--- src/rtl/div_pkg.sv ---
// -----------------------------------------------------------------------------
// div_pkg
// Shared definitions for the signed restoring divider (booth_divider):
//   - state_t    : controller states IDLE / CALC / FIX / DONE
//   - DIV_WIDTH_IN / DIV_WIDTH_DIVIDEND : default operand widths
//   - abs_u      : two's-complement magnitude of a dividend-width value
// -----------------------------------------------------------------------------
package div_pkg;

    localparam int DIV_WIDTH_IN       = 16;
    localparam int DIV_WIDTH_DIVIDEND = 2 * DIV_WIDTH_IN;

    typedef enum logic [1:0] {
        IDLE = 2'd0,
        CALC = 2'd1,
        FIX  = 2'd2,
        DONE = 2'd3
    } state_t;

    // Magnitude of val. When is_signed is 0 the value is already a magnitude.
    // The most negative input maps to 2^(N-1), which still fits as unsigned.
    function automatic logic [DIV_WIDTH_DIVIDEND-1:0] abs_u(
        input logic [DIV_WIDTH_DIVIDEND-1:0] val,
        input logic                          is_signed
    );
        logic [DIV_WIDTH_DIVIDEND-1:0] mag;
        if (is_signed && val[DIV_WIDTH_DIVIDEND-1]) begin
            mag = ~val + DIV_WIDTH_DIVIDEND'(1);
        end else begin
            mag = val;
        end
        return mag;
    endfunction

endpackage

--- src/rtl/div_controller.sv ---
// -----------------------------------------------------------------------------
// div_controller
// FSM and iteration counter of booth_divider.
//   clk, reset  : rising-edge clock, asynchronous active-high reset
//   valid_in    : operand valid from the source
//   early_exc   : divide-by-zero / early overflow detected on the live operands
//   ready       : registered, high only in IDLE
//   valid_out   : registered, one-cycle pulse while in DONE
//   load_en     : accept of a normal operation (datapath captures operands)
//   early_en    : accept of an early exception (datapath loads result regs)
//   iter_en     : one restoring step this cycle
//   fix_en      : sign/range fix-up this cycle (result regs load)
// -----------------------------------------------------------------------------
module div_controller
    import div_pkg::*;
#(
    parameter int WIDTH_IN = DIV_WIDTH_IN,
    parameter int CNT_W    = $clog2(WIDTH_IN + 1)
) (
    input  logic clk,
    input  logic reset,
    input  logic valid_in,
    input  logic early_exc,
    output logic ready,
    output logic valid_out,
    output logic load_en,
    output logic early_en,
    output logic iter_en,
    output logic fix_en
);

    localparam logic [CNT_W-1:0] LAST_CNT = CNT_W'(WIDTH_IN - 1);

    state_t           state_q, state_d;
    logic [CNT_W-1:0] cnt_q, cnt_d;
    logic             ready_q, ready_d;
    logic             valid_q, valid_d;
    logic             accept_s;

    // ready_q is high exactly when the FSM sits in IDLE
    assign accept_s  = valid_in & ready_q;
    assign load_en   = accept_s & ~early_exc;
    assign early_en  = accept_s & early_exc;
    assign iter_en   = (state_q == CALC);
    assign fix_en    = (state_q == FIX);
    assign ready     = ready_q;
    assign valid_out = valid_q;

    // Next-state logic; ready/valid_out are computed one cycle ahead so they come from flops
    always_comb begin
        state_d = state_q;
        cnt_d   = cnt_q;
        ready_d = ready_q;
        valid_d = 1'b0;
        case (state_q)
            IDLE: begin
                if (accept_s) begin
                    ready_d = 1'b0;
                    cnt_d   = {CNT_W{1'b0}};
                    if (early_exc) begin
                        state_d = DONE;
                        valid_d = 1'b1;
                    end else begin
                        state_d = CALC;
                    end
                end else begin
                    ready_d = 1'b1;
                end
            end
            CALC: begin
                if (cnt_q == LAST_CNT) begin
                    state_d = FIX;
                end else begin
                    cnt_d = cnt_q + CNT_W'(1);
                end
            end
            FIX: begin
                state_d = DONE;
                valid_d = 1'b1;
            end
            DONE: begin
                state_d = IDLE;
                ready_d = 1'b1;
            end
            default: begin
                state_d = IDLE;
                cnt_d   = {CNT_W{1'b0}};
                ready_d = 1'b1;
            end
        endcase
    end

    // State, counter and registered handshake outputs
    always_ff @(posedge clk or posedge reset) begin
        if (reset) begin
            state_q <= IDLE;
            cnt_q   <= {CNT_W{1'b0}};
            ready_q <= 1'b1;
            valid_q <= 1'b0;
        end else begin
            state_q <= state_d;
            cnt_q   <= cnt_d;
            ready_q <= ready_d;
            valid_q <= valid_d;
        end
    end

endmodule

--- src/rtl/booth_divider.sv ---
// -----------------------------------------------------------------------------
// booth_divider
// Sequential signed radix-2 restoring divider: 2W-bit dividend / W-bit divisor
// -> W-bit quotient (truncated toward zero) and W-bit remainder (sign of the
// dividend). Datapath lives here; the FSM is in div_controller.
//   clk, reset            : rising-edge clock, asynchronous active-high reset
//   dividend, divisor     : operands, captured when valid_in && ready
//   valid_in / ready      : operand handshake
//   valid_out             : one-cycle result pulse
//   quotient, remainder   : result registers (hold until next result)
//   div_by_zero, overflow : exception flags, qualified by valid_out
// Optional macro DIV_UNSIGNED_SEL_EN adds input unsigned_sel (1 = unsigned
// operands). Without it the block is always signed.
// -----------------------------------------------------------------------------
module booth_divider
    import div_pkg::*;
#(
    parameter int WIDTH_IN       = DIV_WIDTH_IN,
    parameter int WIDTH_DIVIDEND = DIV_WIDTH_DIVIDEND,
    parameter int CNT_W          = $clog2(WIDTH_IN + 1)
) (
    input  logic                      clk,
    input  logic                      reset,
    input  logic [WIDTH_DIVIDEND-1:0] dividend,
    input  logic [WIDTH_IN-1:0]       divisor,
    input  logic                      valid_in,
`ifdef DIV_UNSIGNED_SEL_EN
    input  logic                      unsigned_sel,
`endif
    output logic                      ready,
    output logic                      valid_out,
    output logic [WIDTH_IN-1:0]       quotient,
    output logic [WIDTH_IN-1:0]       remainder,
    output logic                      div_by_zero,
    output logic                      overflow
);

    localparam int W = WIDTH_IN;
    localparam logic [W-1:0] MAX_POS = {1'b0, {(W-1){1'b1}}};
    localparam logic [W-1:0] MIN_MAG = {1'b1, {(W-1){1'b0}}};

    logic                      signed_mode_s;
    logic [WIDTH_DIVIDEND-1:0] dvd_abs_s, dvs_ext_s, dvs_abs_s;
    logic [W-1:0]              dvd_hi_s;
    logic                      dbz_s, early_ovf_s, early_exc_s;
    logic                      load_en, early_en, iter_en, fix_en;
    logic [W:0]                rem_shift_s;
    logic [W-1:0]              rem_sub_s;
    logic                      sub_ok_s;
    logic [W-1:0]              q_fix_s, r_fix_s;
    logic                      fix_ovf_s;

    // Partial remainder is kept W bits wide: after each step it is below the
    // divisor, so only the shifted value needs the extra bit.
    logic [W-1:0] rem_q, rem_d;
    logic [W-1:0] lo_q, lo_d;        // low dividend bits, becomes quotient magnitude
    logic [W-1:0] dvs_q, dvs_d;
    logic         q_neg_q, q_neg_d;
    logic         r_neg_q, r_neg_d;
    logic         signed_q, signed_d;
    logic [W-1:0] quotient_q, quotient_d;
    logic [W-1:0] remainder_q, remainder_d;
    logic         dbz_q, dbz_d;
    logic         ovf_q, ovf_d;

`ifdef DIV_UNSIGNED_SEL_EN
    assign signed_mode_s = ~unsigned_sel;
`else
    assign signed_mode_s = 1'b1;
`endif

    // Magnitudes and early exception detection on the live operands
    assign dvd_abs_s   = abs_u(dividend, signed_mode_s);
    assign dvs_ext_s   = {{(WIDTH_DIVIDEND-W){divisor[W-1] & signed_mode_s}}, divisor};
    assign dvs_abs_s   = abs_u(dvs_ext_s, signed_mode_s);
    assign dvd_hi_s    = dvd_abs_s[WIDTH_DIVIDEND-1:W];
    assign dbz_s       = (divisor == {W{1'b0}});
    assign early_ovf_s = ({{(WIDTH_DIVIDEND-W){1'b0}}, dvd_hi_s} >= dvs_abs_s);
    assign early_exc_s = dbz_s | early_ovf_s;

    // One restoring step: modulo-2^W subtraction is exact because the result is below the divisor
    assign rem_shift_s = {rem_q, lo_q[W-1]};
    assign sub_ok_s    = (rem_shift_s >= {1'b0, dvs_q});
    assign rem_sub_s   = rem_shift_s[W-1:0] - dvs_q;

    // Sign application and signed range check. In unsigned mode the early check
    // already guarantees the quotient is below 2^W.
    assign q_fix_s   = q_neg_q ? (~lo_q + W'(1)) : lo_q;
    assign r_fix_s   = r_neg_q ? (~rem_q + W'(1)) : rem_q;
    assign fix_ovf_s = signed_q & (q_neg_q ? (lo_q > MIN_MAG) : (lo_q > MAX_POS));

    div_controller #(
        .WIDTH_IN (WIDTH_IN),
        .CNT_W    (CNT_W)
    ) u_ctrl (
        .clk       (clk),
        .reset     (reset),
        .valid_in  (valid_in),
        .early_exc (early_exc_s),
        .ready     (ready),
        .valid_out (valid_out),
        .load_en   (load_en),
        .early_en  (early_en),
        .iter_en   (iter_en),
        .fix_en    (fix_en)
    );

    // Datapath next-state: capture, early result, iterate, fix-up
    always_comb begin
        rem_d       = rem_q;
        lo_d        = lo_q;
        dvs_d       = dvs_q;
        q_neg_d     = q_neg_q;
        r_neg_d     = r_neg_q;
        signed_d    = signed_q;
        quotient_d  = quotient_q;
        remainder_d = remainder_q;
        dbz_d       = dbz_q;
        ovf_d       = ovf_q;
        if (load_en) begin
            rem_d    = dvd_hi_s;
            lo_d     = dvd_abs_s[W-1:0];
            dvs_d    = dvs_abs_s[W-1:0];
            q_neg_d  = signed_mode_s & (dividend[WIDTH_DIVIDEND-1] ^ divisor[W-1]);
            r_neg_d  = signed_mode_s & dividend[WIDTH_DIVIDEND-1];
            signed_d = signed_mode_s;
        end else if (early_en) begin
            remainder_d = {W{1'b0}};
            if (dbz_s) begin
                quotient_d = {W{1'b1}};
                dbz_d      = 1'b1;
                ovf_d      = 1'b0;
            end else begin
                quotient_d = {W{1'b0}};
                dbz_d      = 1'b0;
                ovf_d      = 1'b1;
            end
        end else if (iter_en) begin
            if (sub_ok_s) begin
                rem_d = rem_sub_s;
            end else begin
                rem_d = rem_shift_s[W-1:0];
            end
            lo_d = {lo_q[W-2:0], sub_ok_s};
        end else if (fix_en) begin
            dbz_d = 1'b0;
            if (fix_ovf_s) begin
                quotient_d  = {W{1'b0}};
                remainder_d = {W{1'b0}};
                ovf_d       = 1'b1;
            end else begin
                quotient_d  = q_fix_s;
                remainder_d = r_fix_s;
                ovf_d       = 1'b0;
            end
        end else begin
            rem_d = rem_q;
        end
    end

    // Datapath and result registers
    always_ff @(posedge clk or posedge reset) begin
        if (reset) begin
            rem_q       <= {W{1'b0}};
            lo_q        <= {W{1'b0}};
            dvs_q       <= {W{1'b0}};
            q_neg_q     <= 1'b0;
            r_neg_q     <= 1'b0;
            signed_q    <= 1'b0;
            quotient_q  <= {W{1'b0}};
            remainder_q <= {W{1'b0}};
            dbz_q       <= 1'b0;
            ovf_q       <= 1'b0;
        end else begin
            rem_q       <= rem_d;
            lo_q        <= lo_d;
            dvs_q       <= dvs_d;
            q_neg_q     <= q_neg_d;
            r_neg_q     <= r_neg_d;
            signed_q    <= signed_d;
            quotient_q  <= quotient_d;
            remainder_q <= remainder_d;
            dbz_q       <= dbz_d;
            ovf_q       <= ovf_d;
        end
    end

    assign quotient    = quotient_q;
    assign remainder   = remainder_q;
    assign div_by_zero = dbz_q;
    assign overflow    = ovf_q;

endmodule
--- config.mk ---
export PLATFORM = sky130hd
export DESIGN_NAME = booth_divider
export DESIGN_NICKNAME = d
export VERILOG_FILES = /design/src/rtl/div_pkg.sv /design/src/rtl/div_controller.sv /design/src/rtl/booth_divider.sv
export SDC_FILE = /design/constraint.sdc
export NUM_CORES = 1
export LEC_CHECK = 0
export BUFFER_PORTS_ARGS = -buffer_cell sky130_fd_sc_hd__buf_2
export CAP_MARGIN = 10
export CELL_PAD_IN_SITES_DETAIL_PLACEMENT = 1
export CELL_PAD_IN_SITES_GLOBAL_PLACEMENT = 2
export CORE_ASPECT_RATIO = 1.25
export CORE_MARGIN = 2
export CORE_UTILIZATION = 36
export DETAILED_ROUTE_END_ITERATION = 8
export HOLD_SLACK_MARGIN = 0.02
export PLACE_DENSITY_LB_ADDON = 0.1
export SKIP_CTS_REPAIR_TIMING = 1
export SYNTH_ARGS = -nofsm -noshare
export SYNTH_HDL_FRONTEND = slang
export SYNTH_SLANG_ARGS = --single-unit
--- constraint.sdc ---
create_clock -name clk -period 3.9 [get_ports clk]
set_input_delay 0.975 -clock clk [delete_from_list [all_inputs] [get_ports clk]]
set_output_delay 0.975 -clock clk [all_outputs]
set_load 0.01 [all_outputs]
Yosys cells after proc, flatten, opt, wreduce, memory -nomap -nowiden
Index checks and enable logic that the tools add are counted.
{"block": "classes", "n_addsub": 6, "reduce_logical": 10, "div_mod_pow": 0, "shifts": 0, "mul": 0, "eq_ne": 9, "order_cmp": 4, "n_bitwise": 12, "n_mux": 42}
{"operator": "$mux W16", "count": 18}
{"operator": "$add A32 B1 Y32 const B", "count": 2}
{"operator": "$mux W32", "count": 2}
{"operator": "$not A32 Y32", "count": 2}
{"operator": "$add A16 B1 Y16 const B", "count": 2}
{"operator": "$ge A16 B32 Y1", "count": 1}
{"operator": "$not A16 Y16", "count": 2}
{"operator": "$ge A17 B16 Y1", "count": 1}
{"operator": "$gt A16 B15 Y1 const B", "count": 1}
{"operator": "$gt A16 B16 Y1 const B", "count": 1}
{"operator": "$logic_not A16 Y1", "count": 1}
{"operator": "$sub A16 B16 Y16", "count": 1}
{"operator": "$mux W1", "count": 13}
{"operator": "$mux W5", "count": 2}
{"operator": "$pmux W5 S2", "count": 1}
{"operator": "$pmux W2 S4", "count": 1}
{"operator": "$reduce_bool A2 Y1", "count": 4}
{"operator": "$mux W2", "count": 3}
{"operator": "$ne A2 B2 Y1 const B", "count": 3}
{"operator": "$reduce_and A3 Y1", "count": 2}
{"operator": "$add A5 B1 Y5 const B", "count": 1}
{"operator": "$eq A5 B4 Y1 const B", "count": 1}
{"operator": "$and A1 B1 Y1", "count": 4}
{"operator": "$eq A2 B2 Y1 const B", "count": 2}
{"operator": "other kinds (8)", "count": 12}
{"block": "word_totals", "wordCells": 97, "ramBits": 0, "mem_bits_ro": 0, "latch_bits": 0, "reg_bits": 94, "out_inout_bits": 36, "inputBits": 51, "mem_count": 0}

Longest topological paths before layout
Gate-level depths: netlist of the first run.
{"block": "depth", "ltp_word": 9, "depth_mapped": 17, "depth_no_buf": 14}

Modules after synthesis
From an unflattened synthesis of the first run, not the netlist that was laid out.
{"block": "hier_totals", "hier_cells": 805, "area_unflattened_um2": 7053.0}
{"mod": "booth_divider", "seq_area_each_um2": 2127.0, "cells_each": 745, "instances": 1, "area_per_inst_um2": 6470.0}
{"mod": "div_controller", "seq_area_each_um2": 226.5, "cells_each": 60, "instances": 1, "area_per_inst_um2": 583.1}

Worst setup path before layout of the first run
OpenSTA, ideal clock, no wires.
{"block": "synth_path", "path_type": "in2reg", "start": "input port dividend[9]", "end": "register quotient_q[8] (netlist: quotient[8])", "arrival_ns": 4.706, "setup_slack_ns": -0.927, "cell_stages": 16, "setup_time_ns": 0.121, "n_path_buf": 3, "cell_sequence": "or4_4 > or3_4 > or4_1 > buf_2 > o41ai_2 > xnor2_1 > ha_1 > a21oi_1 > o21ai_0 > a211oi_1 > o31ai_1 > o21a_1 > or2_2 > clkbuf_1 > buf_4 > o22a_1"}
{"block": "synth_between", "elab_chain_len": 9, "elab_cells_between_ends": 13}
{"element": "start, declared", "line": "booth_divider.sv:24", "rtl": "input logic [WIDTH_DIVIDEND-1:0] dividend,"}
{"element": "$not A32 Y32 *", "line": "div_pkg.sv:28", "rtl": "mag = ~val + DIV_WIDTH_DIVIDEND'(1);"}
{"element": "$add A32 B1 Y32 *", "line": "div_pkg.sv:28"}
{"element": "$mux W32 *", "line": "div_pkg.sv:27", "rtl": "if (is_signed && val[DIV_WIDTH_DIVIDEND-1]) begin"}
{"element": "$ge A16 B32 Y1 *", "line": "booth_divider.sv:78", "rtl": "assign early_ovf_s = ({{(WIDTH_DIVIDEND-W){1'b0}}, dvd_hi_s} >= dvs_abs_s);"}
{"element": "$or A1 B1 Y1 *", "line": "booth_divider.sv:79", "rtl": "assign early_exc_s = dbz_s | early_ovf_s;"}
{"element": "parallel branches: the longest is 4 deep, another holds $reduce_and A3 Y1"}
{"element": "end signal, assigned", "line": "booth_divider.sv:170", "rtl": "quotient_q <= {W{1'b0}};"}
{"element": "end signal, assigned", "line": "booth_divider.sv:181", "rtl": "quotient_q <= quotient_d;"}
{"element": "end, declared", "line": "booth_divider.sv:61", "rtl": "logic [W-1:0] quotient_q, quotient_d;"}
Mark *: on every way between the ends.
A chain may end at the register's enable or synchronous reset.

Worst setup path after layout of the first run
{"block": "layout_path", "start": "input port dividend[6]", "end": "register rem_q[0]"}
{"block": "layout_between", "elab_chain_len": 9, "elab_cells_between_ends": 12}
{"element": "$not A32 Y32 *", "line": "div_pkg.sv:28"}
{"element": "$add A32 B1 Y32 *", "line": "div_pkg.sv:28"}
{"element": "$mux W32 *", "line": "div_pkg.sv:27"}
{"element": "$ge A16 B32 Y1", "line": "booth_divider.sv:78"}
{"element": "$or A1 B1 Y1", "line": "booth_divider.sv:79"}
{"element": "$not A1 Y1", "line": "div_controller.sv:42", "rtl": "assign load_en = accept_s & ~early_exc;"}
{"element": "$and A1 B1 Y1", "line": "div_controller.sv:42"}
{"element": "$ne A2 B2 Y1 (no source line) / $reduce_bool A2 Y1 (equally long branches)"}
{"element": "$reduce_and A2 Y1 (no source line)"}
{"element": "end signal, assigned", "line": "booth_divider.sv:164", "rtl": "rem_q <= {W{1'b0}};"}
{"element": "end signal, assigned", "line": "booth_divider.sv:175", "rtl": "rem_q <= rem_d;"}
{"element": "end, declared", "line": "booth_divider.sv:55", "rtl": "logic [W-1:0] rem_q, rem_d;"}
Every way passes the cells marked *; elsewhere a longest branch is shown, timed or not.

==> run metrics, run 1 <==
CP Launch Type=primary input; sequential fraction of the synthesis area=0.342; Root Buffer=clkbuf_16; CTS tree=built; Die H=159 um; clock skew=0.0118 ns; final setup margin=-0.854 ns; final wirelength=between 20000 and 25000 um; Inserted Clock Buffers=9; Final nets=around 1100; Port Buf Inserts=86; Final ANT Viol Nets=0; CTS H-tree lvls=3; CP Max Fanout=5; RSZ-0062 raised after global routing=yes; Max clock buf depth=2; largest net degree at the start of global routing=53; wire length per cell=~19 um; Max-Cap Viols=0; I/O pin cnt=87; Worst VDD drop=around 270 uV; post-route minimum period=4.75 ns; later-pin clock latency in the skew report=0.35 ns; Final Cycle Share=1.22; critical path arrival=about 5.0 ns; CP Class=primary input to flop; Pre-antenna DRT Iters=4; DRT iter0 DRCs=around 270; die area=approximately 0.020 sq mm; synth warn=0; Via density=about 5.5; worst hold path class=flop to flop; register bit total from synthesis=94; first-pass GRT wire length=around 35000 um; GR Util All Layers=0.213; die width=around 130 um; pwr/cell area=just under 800 mW/mm^2; # DRC=0; Main synth FF type=dfrtp_1; hpwl dp=~17000 um; final core utilization=0.501; layout cells sized above 1=0.337; critical path capture point type=flop; status=finished, violations left; Yosys cell types=66; Post-Synthesis Cells=791; num rows=between 50 and 60; Post-synth EDFFs=0; crit path cell chain=buf_6 > or4_4 > or3_4 > or4_4 > o41ai_4 > xnor2_2 > ha_1 > o21ai_2 > o21ai_2 > a211oi_2 > o31ai_2 > buf_4 > nor3_4 > buf_6 > buf_12 > nor2_4 > a221o_1; syn_nets=between 800 and 900; vias post-DR=about 6700; asr flop ratio synth=1.00; fmax=210 MHz; initial antenna violation count=0; Final Hold Viols=0; total grt overflow=0; core area=0.0188 sq mm; via count of the first global-routing pass=roughly 6800; Layout area overhead=36.4%; total power=around 7.3 mW; gpl congestion=between 0.8 and 0.9; relative slew slack=0.448; diodes inserted=0; CP max stage delay=a little under 0.6 ns; syn avg cell area=just under 9 sq um; Clk pin slew, worst setup/hold paths=around 0.070 ns; Pleak=4.21 nW; Starting Density=0.367; WP data required=4.14 ns; Post-Syn Area=around 0.0069 sq mm; clk sinks=94; failing checks=negative setup slack; worst-margin pin slew=0.828 ns; max-slew violations=0; Max stage delay cell, worst path=or4_4; Setup-failing EPs final=87
## Yosys cell counts (all sizes together), types with 25 or more instances
master  number  share of area
a21oi       32          0.023
clkbuf      30          0.016
dfrtp       93           0.34
ha          42          0.076
inv         32          0.017
nand2       92          0.050
nor2        66          0.036
nor3        25          0.019
o21ai       55          0.040
o31ai       28          0.032
xnor2       39          0.050
xor2        42          0.053
## worst paths after layout
path,startpoint,to,slack [ns],cells past startpoint
min,signed_q,signed_q,0.48,1
max,dividend[6],rem_q[0],-0.85,17
min reg2reg,signed_q,signed_q,0.48,1
max reg2reg,rem_q[2],rem_q[14],0.86,9
min in group asynchronous,reset,remainder[14],0.76,2
max in group asynchronous,reset,u_ctrl.ready,2.35,3
## layer usage
metal,part of all wire,track usage
met4,0.020,0.0502
met2,0.51,0.378
met5,0,0
met1,0.44,0.278
met3,0.027,0.0249
## through the flow
stage	instance area [sq um]	std cells	TNS, ns	worst slack [ns]	hold slack [ns]
final	9400	1216	-62.03	-0.854	0.478
after global routing	9400	1216	-72.38	-0.965	0.487
after CTS	8740	1199	-69.84	-0.900	0.477
after detailed placement	8430	1183	-101.44	-1.26	0.456
after global placement	8430	1183	-91.43	-1.13	0.449
after floorplan	7050	791	-55.69	-0.814	0.435
## where the power goes
part / switching [mW] / total (mW) / internal (mW)
logic: 2.41 / 4.40 / 1.99
registers: 0.560 / 1.99 / 1.43
clock network: 0.414 / 0.920 / 0.506
total: 3.39 / 7.31 / 3.93
## registers in the layout, summed over array words and instances, names as in the netlist
register and cells:
u_ctrl.state_q 2, div_by_zero 1, overflow 1, dvs_q 16, quotient 16, u_ctrl.ready 1
lo_q 16, signed_q 1, u_ctrl.cnt_q 5, r_neg_q 1, q_neg_q 1, u_ctrl.valid_out 1
rem_q 16, remainder 16
## layout by cell type, fill, tap and decap left out, types with 25 or more instances in the layout
| cell | synthesis | final |
|---|---|---|
| buf_4 | 1 | 111 |
| dfrtp_1 | 93 | 93 |
| buf_2 | 6 | 84 |
| nand2_1 | 92 | 82 |
| nor2_1 | 66 | 51 |
| xor2_1 | 42 | 42 |
| ha_1 | 42 | 41 |
| xnor2_1 | 39 | 35 |
| o21ai_0 | 55 | 31 |
| inv_1 | 32 | 31 |
| a21oi_1 | 32 | 25 |
## cell families (layout without fill, tap and decap cells)
group / count (synthesis) / after routing / synth area share
fa+ha+maj: 43 / 43 / 0.0792
buf+inv: 71 / 262 / 0.0403
simple gates: 263 / 265 / 0.185
compound gates: 221 / 221 / 0.225
mux: 18 / 18 / 0.0263
flops: 94 / 94 / 0.342
xor+xnor: 81 / 81 / 0.103
## cell type report
class | count | area, sq um
Fill cell | 2242 | 9380
Multi-Input combinational cell | 628 | 4760
Sequential cell | 94 | 2350
Timing Repair Buffer | 213 | 1560
Tap cell | 232 | 290
Clock buffer | 9 | 225
Inverter | 33 | 125
Clock inverter | 7 | 80.1
## critical path: cells and delay by family
family,cells,cell delay (ns)
XOR/XNOR,1,0.13
buffers and inverters,4,0.54
adder cells (fa/ha/maj),1,0.32
AND/OR/NAND/NOR,5,1.77
AO/OA/AOI/OAI,6,1.24
No activity file was read; power rests on OpenSTA's default activity.
==> run 2, diff against run 1 <==
ABC_AREA = 1   (was not set)
CELL_PAD_IN_SITES_GLOBAL_PLACEMENT = 1   (was 2)
CORE_UTILIZATION = 43   (was 36)
SETUP_SLACK_MARGIN = 0.15   (was not set)
==> run metrics, run 2 <==
Pleak=5.51 nW (was 4.21 nW); Max clock buf depth=2 (unchanged); largest cells by area after synthesis=dfrtp_1 (28%), nand2_1 (22%), inv_1 (8.8%), ha_1 (6.4%), xor2_1 (6.0%) (was dfrtp_1 (34%), ha_1 (7.6%), xor2_1 (5.3%), nand2_1 (5.0%), xnor2_1 (5.0%)); commonest cells after routing, fill and taps aside=nand2_1 (475), inv_1 (189), nor2_1 (96) (was buf_4 (111), dfrtp_1 (93), buf_2 (84)); diodes inserted=0 (unchanged); synth warn=0 (unchanged); Via density=5.27 (was 5.53); sequential fraction of the synthesis area=0.284 (was 0.342); largest net degree at the start of global routing=95 (was 53); WP data required=4.14 ns (about the same); Placed Cells=1647 (was 1183); Pre-antenna DRT Iters=4 (unchanged); hold depth=2 (was 1); register bit total from synthesis=94 (unchanged); GR Util All Layers=0.267 (was 0.213); worst r2r path cells=14 (was 9); final wirelength=28100 um (was 22800 um); Worst Path Buf+Inv=6 (was 4); top cells by count, synth=nand2_1 (482), inv_1 (193), nor2_1 (109), dfrtp_1 (93), nand3_1 (91) (was dfrtp_1 (93), nand2_1 (92), nor2_1 (66), o21ai_0 (55)); layout cells sized above 1=0.179 (was 0.337); gpl congestion=0.885 (was 0.872); I/O pin cnt=87 (unchanged); Post-Layout Cell Count=1679 (was 1216); Die H=159 um (about the same); clk sinks=94 (unchanged); first-pass GRT wire length=44200 um (was 34700 um); critical path arrival=3.88 ns (was 4.99 ns); Max-Cap Viols=0 (unchanged); fmax=275 MHz (was 210 MHz); RSZ-0062 raised after global routing=no (was yes); post-route minimum period=3.64 ns (was 4.75 ns); # DRC=0 (unchanged); initial antenna violation count=0 (unchanged); Final Hold Viols=0 (unchanged); hpwl dp=21600 um (was 16800 um); Main synth FF type=dfrtp_1 (unchanged); post-synth top area share=0.281 (was 0.338); CP delay by family, top=simple AND/OR/NAND/NOR gates (unchanged); Clk pin slew, worst setup/hold paths=0.07 ns (about the same); cell with the most instances after synthesis=nand2_1 (was dfrtp_1); Yosys cell types=42 (was 66); commonest non-fill, non-tap cell in the layout=nand2_1 (was buf_4); status=finished, final reports clean (was finished, violations left); Final ANT Viol Nets=0 (unchanged); Max stage delay cell, worst path=a21oi_2 (was or4_4); worst-case hold slack=0.480 ns (was 0.478 ns); total grt overflow=0 (unchanged); later-pin clock latency in the skew report=0.35 ns (about the same); Post-synth EDFFs=0 (unchanged); via count of the first global-routing pass=9026 (was 6795); pwr/cell area=788 mW/mm^2 (was 778 mW/mm^2); Final Cycle Share=0.934 (was 1.22); relative slew slack=0.633 (was 0.448); clock skew=0.00948 ns (was 0.0118 ns); asr flop ratio synth=1.00 (unchanged); worst hold path class=flop to flop (unchanged); total power=7.95 mW (was 7.31 mW); syn_nets=1397 (was 885); CP max stage delay=0.25 ns (was 0.59 ns); Worst VDD drop=339 uV (was 273 uV); die width=128 um (about the same); setup tns final=0 ns (was -62.03 ns); vias post-DR=8856 (was 6728); Root Buffer=clkbuf_16 (unchanged); CP Max Fanout=11 (was 5); Port Buf Inserts=86 (unchanged); Starting Density=0.439 (was 0.367); most used cell, CP=nand2_1; Setup-failing EPs final=0 (was 87); DRT iter0 DRCs=427 (was 265); num rows=56 (unchanged); die area=0.0204 sq mm (was 0.0203 sq mm); critical path capture point type=flop (unchanged); Final nets=1536 (was 1073); worst-margin pin slew=0.546 ns (was 0.828 ns); Critical Path Stages=25 (was 17); CP Class=primary input to flop (unchanged); Post-Syn Area=0.00828 sq mm (was 0.00689 sq mm); Post-Synthesis Cells=1303 (was 791); CTS tree=built (unchanged); CTS H-tree lvls=3 (unchanged); wire length per cell=16.7 um (was 18.8 um); dominant cell type by area after synthesis=dfrtp_1 (unchanged); core area=0.0188 sq mm (about the same); syn avg cell area=6.35 sq um (was 8.71 sq um); final core utilization=0.535 (was 0.501); CP Launch Type=primary input (unchanged); Layout area overhead=21.8% (was 36.4%); Inserted Clock Buffers=9 (unchanged); max-slew violations=0 (unchanged)
run 2: power breakdown:
group,internal [mW],switching (mW)
Sequential,1.44,0.434
Combinational,1.86,3.32
Clock,0.455,0.441
run 2: cells by family after synthesis:
| family | count (synthesis) | synth area share |
|---|---|---|
| simple gates | 761 | 0.390 |
| buf+inv | 233 | 0.112 |
| compound gates | 108 | 0.0795 |
| flops | 94 | 0.284 |
| xor+xnor | 64 | 0.0677 |
| fa+ha+maj | 43 | 0.0659 |
run 2: layer usage:
metal  track usage  vias up  wire length (um)
li1              -     4337                 -
met1         0.336     4283             12000
met2         0.482      193             14500
met3        0.0255       43               926
met4        0.0764        0               684
met5             0        -                 0
run 2: worst register-to-register path: stages, from the launching register on:
cell and delay, ns:
dfrtp_1 0.49, ha_1 0.42, nand2_1 0.15, inv_1 0.06, nand2_1 0.09, nand3_2 0.14, nand2_1 0.12, nand2_1 0.08
nand2_2 0.31, nand2_2 0.33, nand2_1 0.22, nand2_1 0.08, nand2_1 0.07, nand3_1 0.06, nand2_1 0.07
run 2: final cells by class:
cell class	instances	area (sq um)
multi-input combinational	977	5230
timing repair buffer	162	1150
tap	232	290
fill	2587	8770
clock buffer	9	225
sequential	94	2350
inverter	198	744
clock inverter	7	80.1
run 2: path summary, 6_finish.rpt:
kind / start / end / slack (ns)
min in group asynchronous: reset / div_by_zero / 0.68
hold / removal: remainder[4] / remainder[4] / 0.48
hold reg to reg: remainder[4] / remainder[4] / 0.48
max in group asynchronous: reset / dvs_q[1] / 2.76
setup / recovery: dividend[0] / rem_q[7] / 0.26
setup reg to reg: rem_q[3] / rem_q[15] / 1.16
run 2: per-stage QoR:
step / cell area (sq um) / setup slack, ns
finish: 10100 / 0.258
global route: 10100 / 0.103
CTS: 9670 / 0.0628
detailed placement: 9370 / -0.295
global placement: 9370 / -0.184
floorplan: 8280 / 0.462
